File: src/rtl/memory_stage_pkg.sv
// Shared ISA constants for the memory stage: operation codes, FSM state
// encodings and small helpers that classify loads and stores.
package memory_stage_pkg;

    typedef logic [5:0] op_t;

    // Non-memory operations. The stage only forwards their ALU result.
    localparam op_t OP_ADD = 6'h00;
    localparam op_t OP_SUB = 6'h01;
    localparam op_t OP_XOR = 6'h04;

    // Loads
    localparam op_t OP_LB  = 6'h10;
    localparam op_t OP_LH  = 6'h11;
    localparam op_t OP_LW  = 6'h12;
    localparam op_t OP_LBU = 6'h13;
    localparam op_t OP_LHU = 6'h14;

    // Stores
    localparam op_t OP_SB  = 6'h18;
    localparam op_t OP_SH  = 6'h19;
    localparam op_t OP_SW  = 6'h1A;

    // Stage FSM states
    localparam logic [1:0] ST_IDLE = 2'd0;
    localparam logic [1:0] ST_REQ  = 2'd1;
    localparam logic [1:0] ST_WAIT = 2'd2;

    function automatic logic is_load(input op_t op);
        return (op == OP_LB) || (op == OP_LH) || (op == OP_LW) ||
               (op == OP_LBU) || (op == OP_LHU);
    endfunction

    function automatic logic is_store(input op_t op);
        return (op == OP_SB) || (op == OP_SH) || (op == OP_SW);
    endfunction

    // Halfword accesses need an even address, word accesses a multiple of four.
    // Byte accesses can never be misaligned.
    function automatic logic is_misaligned(input op_t op, input logic [1:0] off);
        logic mis;
        mis = 1'b0;
        if ((op == OP_LH) || (op == OP_LHU) || (op == OP_SH)) begin
            mis = off[0];
        end else if ((op == OP_LW) || (op == OP_SW)) begin
            mis = (off != 2'b00);
        end
        return mis;
    endfunction

endpackage

File: src/rtl/memory_stage_load_aligner.sv
// Load data aligner: picks the addressed byte/halfword out of the returned
// memory word and sign- or zero-extends it to XLEN.
module load_aligner
    import memory_stage_pkg::*;
#(
    parameter int XLEN = 32
) (
    input  logic [5:0]      op_i,
    input  logic [1:0]      offset_i,
    input  logic [XLEN-1:0] rdata_i,
    output logic [XLEN-1:0] data_o
);

    logic [XLEN-1:0] shifted;

    // Move the addressed lane down to bit 0, then extend according to the op.
    always_comb begin
        shifted = rdata_i >> {offset_i, 3'b000};
        data_o  = shifted;
        case (op_i)
            OP_LB:   data_o = {{(XLEN-8){shifted[7]}}, shifted[7:0]};
            OP_LBU:  data_o = {{(XLEN-8){1'b0}}, shifted[7:0]};
            OP_LH:   data_o = {{(XLEN-16){shifted[15]}}, shifted[15:0]};
            OP_LHU:  data_o = {{(XLEN-16){1'b0}}, shifted[15:0]};
            default: data_o = rdata_i;
        endcase
    end

endmodule

File: src/rtl/memory_stage.sv
// Memory pipeline stage: forwards non-memory results, issues aligned
// load/store requests to data memory, formats store lanes, flags misaligned
// accesses and presents a registered one-cycle writeback bundle.
module memory_stage
    import memory_stage_pkg::*;
#(
    parameter int ADDR_WIDTH = 32,
    parameter int XLEN       = 32
) (
    input  logic                  clk,
    input  logic                  reset,
    input  logic                  ex_valid,
    input  logic [5:0]            ex_alu_operation,
    input  logic [XLEN-1:0]       ex_alu_result,
    input  logic [XLEN-1:0]       ex_store_data,
    input  logic [4:0]            ex_rd,
    input  logic                  ex_reg_write,
    output logic                  ex_ready,
    output logic                  dmem_req,
    input  logic                  dmem_ready,
    output logic                  dmem_we,
    output logic [ADDR_WIDTH-1:0] dmem_addr,
    output logic [3:0]            dmem_wstrb,
    output logic [XLEN-1:0]       dmem_wdata,
    input  logic                  dmem_rvalid,
    input  logic [XLEN-1:0]       dmem_rdata,
    output logic                  wb_valid,
    output logic [4:0]            wb_rd,
    output logic [XLEN-1:0]       wb_data,
    output logic                  wb_reg_write,
    output logic                  wb_misaligned
);

    logic [1:0]            state_q, state_d;
    logic [5:0]            op_q, op_d;
    logic [1:0]            off_q, off_d;
    logic [4:0]            rd_q, rd_d;
    logic                  regWrite_q, regWrite_d;
    logic                  req_q, req_d;
    logic                  we_q, we_d;
    logic [ADDR_WIDTH-1:0] addr_q, addr_d;
    logic [3:0]            wstrb_q, wstrb_d;
    logic [XLEN-1:0]       wdata_q, wdata_d;
    logic                  wbValid_q, wbValid_d;
    logic [4:0]            wbRd_q, wbRd_d;
    logic [XLEN-1:0]       wbData_q, wbData_d;
    logic                  wbRegWrite_q, wbRegWrite_d;
    logic                  wbMis_q, wbMis_d;

    logic [3:0]            storeStrb;
    logic [XLEN-1:0]       storeData;
    logic [XLEN-1:0]       loadData;

    load_aligner #(.XLEN(XLEN)) u_load_aligner (
        .op_i     (op_q),
        .offset_i (off_q),
        .rdata_i  (dmem_rdata),
        .data_o   (loadData)
    );

    // Store lane formatting: replicate the datum across the word and strobe only the addressed bytes.
    always_comb begin
        storeStrb = 4'hF;
        storeData = ex_store_data;
        case (ex_alu_operation)
            OP_SB: begin
                storeStrb = 4'b0001 << ex_alu_result[1:0];
                storeData = {(XLEN/8){ex_store_data[7:0]}};
            end
            OP_SH: begin
                storeStrb = 4'b0011 << ex_alu_result[1:0];
                storeData = {(XLEN/16){ex_store_data[15:0]}};
            end
            default: ;
        endcase
    end

    // Next-state logic for the IDLE/REQ/WAIT access FSM and the writeback bundle.
    always_comb begin
        state_d      = state_q;
        op_d         = op_q;
        off_d        = off_q;
        rd_d         = rd_q;
        regWrite_d   = regWrite_q;
        req_d        = req_q;
        we_d         = we_q;
        addr_d       = addr_q;
        wstrb_d      = wstrb_q;
        wdata_d      = wdata_q;
        wbValid_d    = 1'b0;
        wbRd_d       = wbRd_q;
        wbData_d     = wbData_q;
        wbRegWrite_d = wbRegWrite_q;
        wbMis_d      = wbMis_q;
        case (state_q)
            ST_IDLE: begin
                if (ex_valid) begin
                    if (is_load(ex_alu_operation) || is_store(ex_alu_operation)) begin
                        if (is_misaligned(ex_alu_operation, ex_alu_result[1:0])) begin
                            wbValid_d    = 1'b1;
                            wbRd_d       = ex_rd;
                            wbData_d     = ex_alu_result;
                            wbRegWrite_d = 1'b0;
                            wbMis_d      = 1'b1;
                        end else begin
                            op_d       = ex_alu_operation;
                            off_d      = ex_alu_result[1:0];
                            rd_d       = ex_rd;
                            regWrite_d = ex_reg_write;
                            req_d      = 1'b1;
                            we_d       = is_store(ex_alu_operation);
                            addr_d     = {ex_alu_result[ADDR_WIDTH-1:2], 2'b00};
                            wstrb_d    = is_store(ex_alu_operation) ? storeStrb : 4'b0000;
                            wdata_d    = is_store(ex_alu_operation) ? storeData : '0;
                            state_d    = ST_REQ;
                        end
                    end else begin
                        wbValid_d    = 1'b1;
                        wbRd_d       = ex_rd;
                        wbData_d     = ex_alu_result;
                        wbRegWrite_d = ex_reg_write;
                        wbMis_d      = 1'b0;
                    end
                end
            end
            ST_REQ: begin
                if (dmem_ready) begin
                    req_d = 1'b0;
                    we_d  = 1'b0;
                    if (is_store(op_q)) begin
                        wbValid_d    = 1'b1;
                        wbRd_d       = rd_q;
                        wbRegWrite_d = 1'b0;
                        wbMis_d      = 1'b0;
                        state_d      = ST_IDLE;
                    end else begin
                        state_d = ST_WAIT;
                    end
                end
            end
            ST_WAIT: begin
                if (dmem_rvalid) begin
                    wbValid_d    = 1'b1;
                    wbRd_d       = rd_q;
                    wbData_d     = loadData;
                    wbRegWrite_d = regWrite_q;
                    wbMis_d      = 1'b0;
                    state_d      = ST_IDLE;
                end
            end
            default: state_d = ST_IDLE;
        endcase
    end

    // State registers; reset abandons any outstanding access.
    always_ff @(posedge clk) begin
        if (reset) begin
            state_q      <= ST_IDLE;
            op_q         <= '0;
            off_q        <= '0;
            rd_q         <= '0;
            regWrite_q   <= 1'b0;
            req_q        <= 1'b0;
            we_q         <= 1'b0;
            addr_q       <= '0;
            wstrb_q      <= '0;
            wdata_q      <= '0;
            wbValid_q    <= 1'b0;
            wbRd_q       <= '0;
            wbData_q     <= '0;
            wbRegWrite_q <= 1'b0;
            wbMis_q      <= 1'b0;
        end else begin
            state_q      <= state_d;
            op_q         <= op_d;
            off_q        <= off_d;
            rd_q         <= rd_d;
            regWrite_q   <= regWrite_d;
            req_q        <= req_d;
            we_q         <= we_d;
            addr_q       <= addr_d;
            wstrb_q      <= wstrb_d;
            wdata_q      <= wdata_d;
            wbValid_q    <= wbValid_d;
            wbRd_q       <= wbRd_d;
            wbData_q     <= wbData_d;
            wbRegWrite_q <= wbRegWrite_d;
            wbMis_q      <= wbMis_d;
        end
    end

    assign ex_ready      = (state_q == ST_IDLE);
    assign dmem_req      = req_q;
    assign dmem_we       = we_q;
    assign dmem_addr     = addr_q;
    assign dmem_wstrb    = wstrb_q;
    assign dmem_wdata    = wdata_q;
    assign wb_valid      = wbValid_q;
    assign wb_rd         = wbRd_q;
    assign wb_data       = wbData_q;
    assign wb_reg_write  = wbRegWrite_q;
    assign wb_misaligned = wbMis_q;

endmodule

File: config.mk
export PLATFORM = sky130hd
export DESIGN_NAME = memory_stage
export DESIGN_NICKNAME = d
export VERILOG_FILES = /design/src/rtl/memory_stage_pkg.sv /design/src/rtl/memory_stage_load_aligner.sv /design/src/rtl/memory_stage.sv
export SDC_FILE = /design/constraint.sdc
export NUM_CORES = 1
export LEC_CHECK = 0
export CAP_MARGIN = 20
export CORE_ASPECT_RATIO = 1.75
export CORE_MARGIN = 8
export CORE_UTILIZATION = 47
export DETAILED_ROUTE_END_ITERATION = 10
export PLACE_DENSITY = 0.87
export RECOVER_POWER = 50
export SLEW_MARGIN = 30
export SYNTH_ARGS = -nofsm -noshare
export SYNTH_HDL_FRONTEND = slang
export SYNTH_SLANG_ARGS = --single-unit
File: constraint.sdc
create_clock -name clk -period 2.34 [get_ports clk]
set_input_delay 0.468 -clock clk [delete_from_list [all_inputs] [get_ports clk]]
set_output_delay 0.468 -clock clk [all_outputs]
set_load 0.005 [all_outputs]
==> flow_metrics.tcl, run 1 <==
set metrics [dict create \
    nets 1174 \
    post-route-util 0.708 \
    end_kind "output port" \
    finalHoldViolations 0 \
    first_pass_iters 5 \
    slew_viol_final 0 \
    clock_path_buffers 2 \
    synth_warnings 0 \
    drcViolationCount 0 \
    synth_common_cells "124 x dfxtp_1, 92 x a21oi_1, 56 x clkbuf_1, 49 x mux2i_1, 43 x nand4_1" \
    io_buffers 221 \
    synth.most_common_cell "dfxtp_1" \
    num_rows 59 \
    worstPathRequired_ns 1.87 \
    syn_area_per_cell_um2 8.58 \
    post_dp_cell_area_um2 9790 \
    antenna_found_initial 0 \
    status "complete, no violations" \
    synth_edf_count 0 \
    antenna_left 0 \
    power.density_nw_per_um2 596 \
    worst_ep_arrival_time_ns 1.85 \
    drtIter0Drc 657 \
    min_period_over_period 0.989 \
    synth_top_family_by_area "compound AO/OA/AOI/OAI gates" \
    start_util 0.474 \
    clk_latency_ns 0.42 \
    die_h_um 177 \
    die-area_um2 19200 \
    synth-main-ff-cell "dfxtp_1" \
    clock_skew_ns 0.00831 \
    hp-start "reset" \
    ys_seq_elements 124 \
    total_power_mw 6.23 \
    grt_util_all_layers 0.278 \
    synth_top_area_share 0.354 \
    fmax_mhz 432 \
    first_global_vias 7805 \
    muxShareOfSynthArea 0.119 \
    setup_viol_count_final 0 \
    area.growth.synth_to_final_pct 49.2 \
    synth_top_cells_by_area "dfxtp_1 35%, mux2i_1 7.0%, a21oi_1 6.6%, o31ai_1 4.4%, nand4_1 3.8%" \
    grt_pass1_wl_mm 41.8 \
    tightest_slew_ns 0.512 \
    synth-simple-area-share 0.188 \
    clock_sinks 124 \
    ir_drop_v 0.000599 \
    avgRoutedWirePerCell_um 22.2 \
    synth_fa_ha_area_frac 0.00715 \
    cts_root_buf "clkbuf_16" \
    vias_per_cell 6.19 \
    yosysUniqueCellTypes 59 \
    relSlewSlack 0.650 \
    post_cts_buffers 0 \
    syn_inst 816 \
    hold_class "in2reg" \
    synth-compound-area-share 0.258 \
    post-dp-hpwl_mm 20.2 \
    cts_buffers 17 \
    setup-tns-final_ns 0 \
    crit_fanout 25 \
    synth_top_area_cell "dfxtp_1" \
    diodes 0 \
    design_area_um2 10400 \
    drive_gt1_frac 0.137 \
    core_area_um2 14800 \
    r2r-start "off_q[1]" \
    path_class "reg2out" \
    min_period_ns 2.31 \
    routed_wl_mm 27.8 \
    grt_setup_unrepaired "true" \
    cp-start-kind "register" \
    async_flop_share 0 \
    grt_max_degree 56 \
    post_synth_xor_area_fraction 0.00125 \
    place_congestion 0.979 \
    drv_cap 0 \
    cp-startpoint "state_q[0]" \
    cts_max_level 4 \
    vias 7753 \
    syn_area_um2 7000 \
    clk_pin_slew_ns 0.05 \
    chipWidth_um 108 \
    cts_tree "yes" \
    io_pins 224 \
    synth_seq_area_share 0.354 \
    power_leakage_nw 4.25 \
    grt-ovfl-total 0 \
]
## state kept, by name (all words and copies together), names as in the netlist, 2 cells and up
name,flops
state_q,2
dmem_wdata,32
wb_data,32
dmem_wstrb,4
op_q,6
wb_rd,5
off_q,2
dmem_addr,30
rd_q,5
## layout make-up
class,instances,area (µm²)
well taps,183,229
inverters,25,93.8
fillers,1069,4320
flip-flops and latches,124,2480
repair buffers,309,2980
multi-input cells,580,4040
clock inverters,13,193
clock buffers,19,433
## path summary, 6_finish.rpt
check,end,slack [ns],cells past startpoint
worst min-delay path,state_q[0],0.41,2
worst min register to register,wb_rd[0],0.46,2
worst max-delay path,ex_ready,0.03,4
worst max register to register,wb_data[14],0.05,5
## metal layers
metal / vias up / part of all wire / track usage
li1: 3517 / - / -
met2: 458 / 0.51 / 0.489
met5: - / 0 / 0
met3: 118 / 0.088 / 0.0767
met4: 0 / 0.065 / 0.180
met1: 3660 / 0.33 / 0.279
## worst max-delay path, stage by stage (launching register included)
cell and delay (ns):
dfxtp_1 0.36, inv_1 0.10, ha_2 0.24, buf_12 0.17, clkdlybuf4s50_1 0.54
## cells in the final DEF (no fill, tap or decap), types with 3 or more instances in the layout
cell	count
inv_1	23
nor4b_1	6
buf_12	9
mux2_1	17
o2bb2ai_1	8
buf_4	79
dlygate4sd3_1	108
clkbuf_16	17
a2111oi_0	8
nand2b_1	36
nor2b_1	32
a21oi_1	92
nand4_1	43
nand3_1	4
clkdlybuf4s50_1	110
o31ai_1	41
o21bai_1	6
dfxtp_1	124
mux2_2	8
and3_1	16
a31oi_1	12
ha_1	3
bufinv_16	4
clkinv_4	5
a221oi_1	6
mux2i_1	49
a211oi_1	11
o21a_1	4
nor2_1	42
nand2_1	38
a22o_1	17
o21ai_0	24
nor3_1	3
a311o_1	17
## metrics by stage
| step | setup WS [ns] | std cells | hold WS, ns |
|---|---|---|---|
| after floorplan | 0.191 | 817 | 0.436 |
| after global placement | -0.256 | 1221 | 0.448 |
| after detailed placement | -0.333 | 1221 | 0.452 |
| after CTS | 0.00347 | 1253 | 0.405 |
| after global routing | -0.00954 | 1253 | 0.431 |
| final | 0.0253 | 1253 | 0.410 |
## power breakdown
group | leakage, nW | switching (mW) | total (mW) | internal [mW]
Clock | 0.298 | 1.03 | 2.82 | 1.79
Sequential | 1.01 | 0.0537 | 2.25 | 2.20
Combinational | 2.94 | 0.564 | 1.15 | 0.586
Total | 4.25 | 1.65 | 6.23 | 4.58
## kinds of logic (layout without fill, tap and decap cells)
group	after synthesis	count (layout)
compound gates	262	262
xor+xnor	1	1
fa+ha+maj	4	4
buf+inv	113	366
flops	124	124
mux	77	77
other cells	1	2
simple gates	234	234
## what timing repair did
item                                    in CTS  in global routing
hold buffers                                 0                  0
resized for setup                            1                  8
endpoints found under the setup margin       1                 45
pin swaps                                    0                  1
Power figures use the tool's default switching activity.
==> run 2: changes to the inputs <==
--- a/config.mk
+++ b/config.mk
@@ -6,13 +6,16 @@
 export NUM_CORES = 1
 export LEC_CHECK = 0
 export CAP_MARGIN = 20
+export CELL_PAD_IN_SITES_DETAIL_PLACEMENT = 1
+export CELL_PAD_IN_SITES_GLOBAL_PLACEMENT = 2
 export CORE_ASPECT_RATIO = 1.75
 export CORE_MARGIN = 8
-export CORE_UTILIZATION = 47
+export CORE_UTILIZATION = 26
 export DETAILED_ROUTE_END_ITERATION = 10
 export PLACE_DENSITY = 0.87
 export RECOVER_POWER = 50
 export SLEW_MARGIN = 30
 export SYNTH_ARGS = -nofsm -noshare
 export SYNTH_HDL_FRONTEND = slang
+export SYNTH_HIERARCHICAL = 1
 export SYNTH_SLANG_ARGS = --single-unit
==> run 2 against run 1 <==
  * Utilization decreased by 31 points
  * Wire length is 7.5% higher
  * Critical endpoint unchanged
  * Global-route usage decreased by 8.7 points
  * Worst setup slack better by 0.11 ns
  * Final cell count rose by 6.9%
  * Design area fell by 3.7%
  * Area after synthesis down 5.1%
  * Clock skew shrank 0.0028 ns
  * Fmax rose by 4.9%
  * Register-to-register slack gained 0.21 ns
  * Critical path depth unchanged
  * Via count fell by 8.1%
==> flow_metrics.tcl, run 2 <==
set metrics [dict create \
    num_rows 77 \
    drive_gt1_frac 0.112 \
    clock_skew_ns 0.00551 \
    clk_pin_slew_ns 0.06 \
    post_dp_cell_area_um2 9440 \
    post-dp-hpwl_mm 22.1 \
    synth_common_cells "124 x dfxtp_1, 112 x a21oi_1, 92 x o21ai_0, 54 x clkbuf_1, 47 x mux2i_1" \
    grt_util_all_layers 0.191 \
    path_class "reg2out" \
    design_area_um2 10100 \
    chipWidth_um 137 \
    seqPwrFrac 0.358 \
    place_congestion 0.897 \
    area.growth.synth_to_final_pct 51.4 \
    synth_seq_area_share 0.373 \
    grt_pass1_wl_mm 44.9 \
    setup_viol_count_final 0 \
    final_common_cell "dfxtp_1" \
    synth_top_cells_by_area "dfxtp_1 37%, a21oi_1 8.4%, mux2i_1 7.1%, o21ai_0 6.9%, nand2b_1 3.9%" \
    drcViolationCount 0 \
    cts_tree "yes" \
    power.share.combinational 0.191 \
    synth_top_family_by_area "compound AO/OA/AOI/OAI gates" \
    most-common-layout-cells "124 x dfxtp_1, 112 x a21oi_1, 111 x clkdlybuf4s50_1" \
    vias 7123 \
    p_int_mw 4.67 \
    syn_area_um2 6650 \
    grt-ovfl-total 0 \
    cts_buffers 17 \
    io_buffers 221 \
    avgRoutedWirePerCell_um 22.3 \
    crit_fanout 6 \
    core_area_um2 25200 \
    relSlewSlack 0.556 \
    async_flop_share 0 \
    cts_max_level 4 \
    vias_per_cell 5.32 \
    cp-start-kind "register" \
    fmax_mhz 453 \
    clock_sinks 124 \
    grt_max_degree 126 \
    synth_top_area_cell "dfxtp_1" \
    power_leakage_nw 3.71 \
    synth-compound-area-share 0.286 \
    pwr-share-clk 0.451 \
    finalHoldViolations 0 \
    diodes 0 \
    die-area_um2 31100 \
    dp_slack_ns -0.353 \
    worst_ep_arrival_time_ns 1.74 \
    finalHoldWorstSlack_ns 0.464 \
    tightest_slew_ns 0.665 \
    p_sw_mw 1.69 \
    min_period_over_period 0.943 \
    yosysUniqueCellTypes 62 \
    min_period_ns 2.21 \
    ir_drop_v 0.000487 \
    die_h_um 228 \
    grt_setup_unrepaired "false" \
    drv_cap 0 \
    synth-main-ff-cell "dfxtp_1" \
    synth.most_common_cell "dfxtp_1" \
    synth_fa_ha_area_frac 0.00753 \
    muxShareOfSynthArea 0.0847 \
    antenna_found_initial 0 \
    first_global_vias 7635 \
    synth-simple-area-share 0.179 \
    io_pins 224 \
    synth_top_area_share 0.373 \
    post_cts_buffers 0 \
    start_util 0.263 \
    hold_class "reg2reg" \
    cts_root_buf "clkbuf_16" \
    clock_path_buffers 2 \
    ys_seq_elements 124 \
    clk_latency_ns 0.43 \
    end_kind "output port" \
    syn_inst 798 \
    p_sw_frac 0.266 \
    power.density_nw_per_um2 632 \
    post_synth_xor_area_fraction 0.00132 \
    worst_slack_ns 0.134 \
    slew_viol_final 0 \
    routed_wl_mm 29.8 \
    nets 1128 \
    worstPathRequired_ns 1.87 \
    post-route-util 0.399 \
    first_pass_iters 4 \
    syn_area_per_cell_um2 8.33 \
    synth_warnings 6 \
    synth_edf_count 0 \
    drtIter0Drc 398 \
    status "complete, no violations" \
    antenna_left 0 \
]
[run 2: cell count changes in the layout (fill, tap and decap cells not counted), sizes merged, moves of 16 or more]
cell / change
mux2: -22
buf: -25
nor2: -29
a21oi: +20
nand3: +37
o21ai: +82
a211oi: +21
a22o: -16
nand2: -25
and3: -16
a311o: -17
o31ai: -41
[run 2: cell families after synthesis]
family	after synthesis
XOR/XNOR	1
AO/OA/AOI/OAI	315
multiplexers	53
AND/OR/NAND/NOR	196
buffers and inverters	104
flip-flops	124
adder cells (fa/ha/maj)	4
other	1
[run 2: cell type report]
class | instances | area [µm²]
clock buffer | 21 | 470
clock inverter | 11 | 165
fill | 2939 | 15200
inverter | 14 | 52.6
multi-input combinational | 571 | 3720
sequential | 124 | 2480
tap | 316 | 395
timing repair buffer | 283 | 2780
[run 2: path summary, 6_finish.rpt]
check                start            end  slack (ns)  depth (start not counted)
max reg2reg     state_q[0]       wb_rd[2]        0.26                          7
min reg2reg  dmem_wstrb[3]  dmem_wstrb[3]        0.46                          2
min          dmem_wstrb[3]  dmem_wstrb[3]        0.46                          2
max             state_q[0]       ex_ready        0.13                          4
[run 2: metal layers]
| metal | global-route usage | routed length (µm) | share of wire |
|---|---|---|---|
| met2 | 0.344 | 15700 | 0.53 |
| met3 | 0.0382 | 1340 | 0.045 |
| met4 | 0.126 | 1630 | 0.055 |
| met5 | 0 | 0 | 0 |
| met1 | 0.195 | 11100 | 0.37 |
[run 2: critical path, stage by stage, from the launching register on]
cell and delay [ns]:
dfxtp_1 0.38, inv_1 0.08, ha_1 0.21, buf_4 0.17, clkdlybuf4s50_1 0.47
[run 2: metrics by stage]
stage | power, mW | setup TNS [ns] | cells
2_1_floorplan | 2.85 | 0 | 799
3_3_place_gp | 3.57 | -16.84 | 1308
3_5_place_dp | 3.59 | -32.60 | 1308
4_1_cts | 6.51 | 0 | 1340
5_1_grt | 6.65 | 0 | 1340
6_report | 6.36 | 0 | 1340
[run 2: power groups by stage]
stage | clock (mW) | sequential (mW) | combinational, mW
global placement | 0 | 2.33 | 1.24
finish | 2.87 | 2.28 | 1.21
detailed placement | 0 | 2.33 | 1.26
global route | 3.05 | 2.29 | 1.30
CTS | 2.96 | 2.28 | 1.27
floorplan | 0 | 2.32 | 0.533
[run 2: timing repair]
action / 4_1_cts / 5_1_grt
gates resized for setup: 0 / 1
endpoints found under the hold margin: 0 / 0
setup endpoints to repair: 0 / 9
hold buffers: 0 / 0
==> RTL change 1 (settings of run 2) <==
`XLEN` is set to 32 in 2 places; all go to 48.
--- a/src/rtl/memory_stage_load_aligner.sv
+++ b/src/rtl/memory_stage_load_aligner.sv
@@ -3,7 +3,7 @@
 module load_aligner
     import memory_stage_pkg::*;
 #(
-    parameter int XLEN = 32
+    parameter int XLEN = 48
 ) (
     input  logic [5:0]      op_i,
     input  logic [1:0]      offset_i,
--- a/src/rtl/memory_stage.sv
+++ b/src/rtl/memory_stage.sv
@@ -5,7 +5,7 @@
     import memory_stage_pkg::*;
 #(
     parameter int ADDR_WIDTH = 32,
-    parameter int XLEN       = 32
+    parameter int XLEN       = 48
 ) (
     input  logic                  clk,
     input  logic                  reset,
Ports: changed (5 resized); port bits go from 224 to 304. The function was not compared with the original's and may differ.
==> RTL change 1 against run 2 <==
- setup slack worse by 0.0086 ns
- sequential cell count up 32
- routed wire length up 31%
- synthesized cell count up 19%
- fmax down 0.39%
- first-iteration DRC count down 15%
- cell area up 24%
- critical path depth up 5
- area after synthesis up 22%
- cell count up 23%
- sequential power up 27%
- register-to-register slack worse by 0.06 ns
- total power up 17%
- critical path type is now in2reg
- critical endpoint is now wb_data[37]
- largest power group is now registers
==> RTL change 1: results (changes against run 2) <==
Layout
  – Layout cells sized above 1: 10.6% (was 11.2%)
  – Final nets: 1404 (was 1128)
  – Layout fillers: 3525 (was 2939)

Place
  – DP Worst Slack: -0.380 ns (was -0.353 ns)
  – Detailed placement HPWL: 29.6 mm (was 22.1 mm)
  – PortBufs: 301 (was 221)

Synth
  – Leading post-synthesis cells by cell area: dfxtp_1 39%, mux2i_1 8.5%, a21oi_1 8.1% (was dfxtp_1 37%, a21oi_1 8.4%, mux2i_1 7.1%)
  – Seq/Total Area, Yosys: 38.5% (was 37.3%)
  – Post-synth top cells: 156 x dfxtp_1, 131 x a21oi_1, 95 x o21ai_0, 81 x clkbuf_1, 73 x a211oi_1 (was 124 x dfxtp_1, 112 x a21oi_1, 92 x o21ai_0, 54 x clkbuf_1, 47 x mux2i_1)

GRT
  – Global-route usage over all layers: 20.6% (was 19.1%)
  – Initial antenna violation count: 7 (was 0)
  – Pin count of the biggest net entering global routing: 88 (was 126)

STA
  – Clock Skew: 0.00813 ns (was 0.00551 ns)
  – Worst Tran Pin Value: 0.953 ns (was 0.665 ns)

Detailed routing
  – Wire per inst: 23.8 um (was 22.3 um)
  – DR iter-0 viols: 340 (was 398)
  – TritonRoute pass-1 iters: 5 (was 4)

CTS
  – Skew-Pair Late Insertion Delay: 0.45 ns (was 0.43 ns)

Power and ir drop
  – Leakage: 4.77 nW (was 3.71 nW)

Setup path
  – Crit Path Max Fanout: 23 (was 6)
  – Worst r2r path cells: 8 (was 7)
  – R2r setup slk: 0.20 ns (was 0.26 ns)

Outcome
  – Status: finished, final reports clean (unchanged)

Min path
  – Hold Crit Endpoint: dmem_wdata[45] (was dmem_wstrb[3])
  – Hold path start: dmem_wdata[45] (was dmem_wstrb[3])
## RTL change 1: cell count changes after synthesis, sizes merged, moves of 19 or more
| cell | delta |
|---|---|
| a211oi | +40 |
| a21o | +32 |
| a21oi | +19 |
| a22oi | +23 |
| clkbuf | +27 |
| dfxtp | +32 |
| mux2i | +21 |
## RTL change 1: cells by family after synthesis
logic type / after synthesis / share of synthesized area, %
AO/OA/AOI/OAI: 411 / 31.7
AND/OR/NAND/NOR: 176 / 12.5
flip-flops: 156 / 38.5
buffers and inverters: 122 / 6.38
multiplexers: 80 / 10.1
adder cells (fa/ha/maj): 4 / 0.618
XOR/XNOR: 2 / 0.216
other: 1 / 0.0463
## RTL change 1: timing repair
action | in CTS | in global routing
endpoints found under the setup margin | 0 | 52
hold buffers | 0 | 0
resized for setup | 0 | 5
## RTL change 1: layout make-up
cell class | instances | area [um^2] | share of cell area (%)
clock buffer | 21 | 470 | 3.76
timing repair buffer | 375 | 3710 | 29.7
sequential | 156 | 3120 | 25.0
inverter | 14 | 52.6 | 0.420
clock inverter | 10 | 126 | 1.01
antenna | 5 | 12.5 | 0.100
tap | 391 | 489 | 3.91
multi-input combinational | 675 | 4520 | 36.1
## RTL change 1: routing by layer
layer	routed length (um)	global-route usage [%]
met3	1950	4.26
met5	13	0
met4	2150	13.9
met1	14000	20.1
met2	21100	37.6
## RTL change 1: stage by stage
| step | hold WS, ns | instances | util (%) | setup TNS [ns] | instance area (um^2) |
|---|---|---|---|---|---|
| 2_1_floorplan | 0.449 | 953 | - | 0 | 8110 |
| 3_3_place_gp | 0.460 | 1611 | 38.7 | -27.05 | 11900 |
| 3_5_place_dp | 0.464 | 1611 | 38.7 | -39.51 | 11900 |
| 4_1_cts | 0.480 | 1642 | 40.6 | 0 | 12500 |
| 5_1_grt | 0.496 | 1647 | 40.7 | -0.00127 | 12500 |
| 6_report | 0.473 | 1647 | 40.7 | 0 | 12500 |
## RTL change 1: power by group
part / internal, mW / switching (mW)
Sequential: 2.82 / 0.0862
Clock: 1.67 / 1.24
Combinational: 0.820 / 0.813
## RTL change 1: worst max-delay path by stage
stage,to,cells past startpoint
floorplan,wb_misaligned,6
finish,wb_data[37],9
global placement,wb_data[23],9
global route,wb_data[41],9
CTS,ex_ready,4
detailed placement,wb_data[28],9
## RTL change 1: worst reg2reg max path: cells and delay by family, from the launching register on
family,cells,cell delay [ns]
AND/OR/NAND/NOR,3,0.86
flip-flops,1,0.39
AO/OA/AOI/OAI,2,0.33
buffers and inverters,2,0.25
adder cells (fa/ha/maj),1,0.21
==> RTL change 2 (flow settings as in run 2) <==
Without the edit above. `wbData_q` no longer has a reset.
--- a/src/rtl/memory_stage.sv
+++ b/src/rtl/memory_stage.sv
@@ -167,7 +167,6 @@
             wdata_q      <= '0;
             wbValid_q    <= 1'b0;
             wbRd_q       <= '0;
-            wbData_q     <= '0;
             wbRegWrite_q <= 1'b0;
             wbMis_q      <= 1'b0;
         end else begin
@@ -183,10 +182,13 @@
             wdata_q      <= wdata_d;
             wbValid_q    <= wbValid_d;
             wbRd_q       <= wbRd_d;
-            wbData_q     <= wbData_d;
             wbRegWrite_q <= wbRegWrite_d;
             wbMis_q      <= wbMis_d;
         end
+    end
+
+    always_ff @(posedge clk) begin
+        wbData_q <= wbData_d;
     end
 
     assign ex_ready      = (state_q == ST_IDLE);
Behaviour: not the same (a bounded check fails within 4 cycles, from zero or initial values and one cycle with reset high).
==> RTL change 2 against run 2 <==
- sequential power increased by 3%
- cell area increased by 1.2%
- clock skew increased by 0.0058 ns
- routed wire length decreased by 4.4%
- setup slack got worse by 0.047 ns
- sequential cell count unchanged
- total power decreased by 1.8%
- area after synthesis decreased by 1.9%
- die area decreased by 1.7%
- largest power group unchanged
- critical path depth increased by 3
==> RTL change 2: results (changes against run 2) <==
STA
  – Clock Skew: 0.0113 ns (was 0.00551 ns)

GRT
  – Vias in the first global route: 7266 (was 7635)
  – Global-route usage over all layers: 18.1% (was 19.1%)
  – Initial antenna violation count: 2 (was 0)
  – First-pass GRT wire length: 42.2 mm (was 44.9 mm)
  – GR Util met3: 5.07% (was 3.82%)

Place
  – Detailed placement HPWL: 20.7 mm (was 22.1 mm)
  – DP Area: 9480 um^2 (was 9440 um^2)
  – DP Worst Slack: -0.445 ns (was -0.353 ns)
  – Placed insts: 1249 (was 1308)

Power and ir drop
  – Sequential power: 2.35 mW (was 2.28 mW)
  – Net Sw Power: 1.59 mW (was 1.69 mW)
  – Maximum vdd drop: 0.381 mV (was 0.487 mV)

Synth
  – Post-synth EDFFs: 32 (was 0)
  – Post-synthesis mux area share: 9.26% (was 8.47%)
  – Netlist cell types: 60 (was 62)

Detailed routing
  – Met3 wire length: 1.84 mm (was 1.34 mm)
  – DR WL met2: 15.2 mm (was 15.7 mm)

Setup path
  – Arrival @ worst endpoint: 2.38 ns (was 1.74 ns)
  – Crit Path Max Fanout: 16 (was 6)
  – Slowest CP cell: or4b_4 (was clkdlybuf4s50_1)
  – Crit path largest cell delay: 0.54 ns (was 0.47 ns)
  – CP Launch Point: ex_alu_operation[4] (was state_q[0])

Outcome
  – Status: finished, final reports clean (unchanged)

Min path
  – Hold path start: dmem_addr[12] (was dmem_wstrb[3])

Layout
  – Layout cells sized above 1: 17.0% (was 11.2%)
  – Final nets: 1077 (was 1128)
==> RTL change 2: changes by cell type in the layout (fill, tap and decap cells not counted), sizes merged, moves of 2 or more <==
cell      change
dfxtp        -32
a21oi        -34
edfxtp       +32
mux2i        -33
clkinv        +2
buf          +11
clkbuf        +4
or4           -2
clkinvlp      -2
a211oi       -32
mux2         +33
nor2          +2
==> RTL change 2: path summary, 6_finish.rpt <==
path                                       to  slack (ns)
worst max-delay path              wb_data[25]        0.09
worst min-delay path            dmem_addr[12]        0.47
worst max register to register    wb_data[22]        0.11
worst min register to register  dmem_addr[12]        0.47
==> RTL change 2: area by class of cell <==
cell class	instances	area [um^2]	area share [%]
multi-input combinational	506	3380	33.2
antenna	1	2.50	0.0246
clock inverter	12	171	1.68
clock buffer	20	437	4.29
timing repair buffer	299	2950	29.0
sequential	124	2800	27.5
inverter	12	45.0	0.442
tap	312	390	3.83
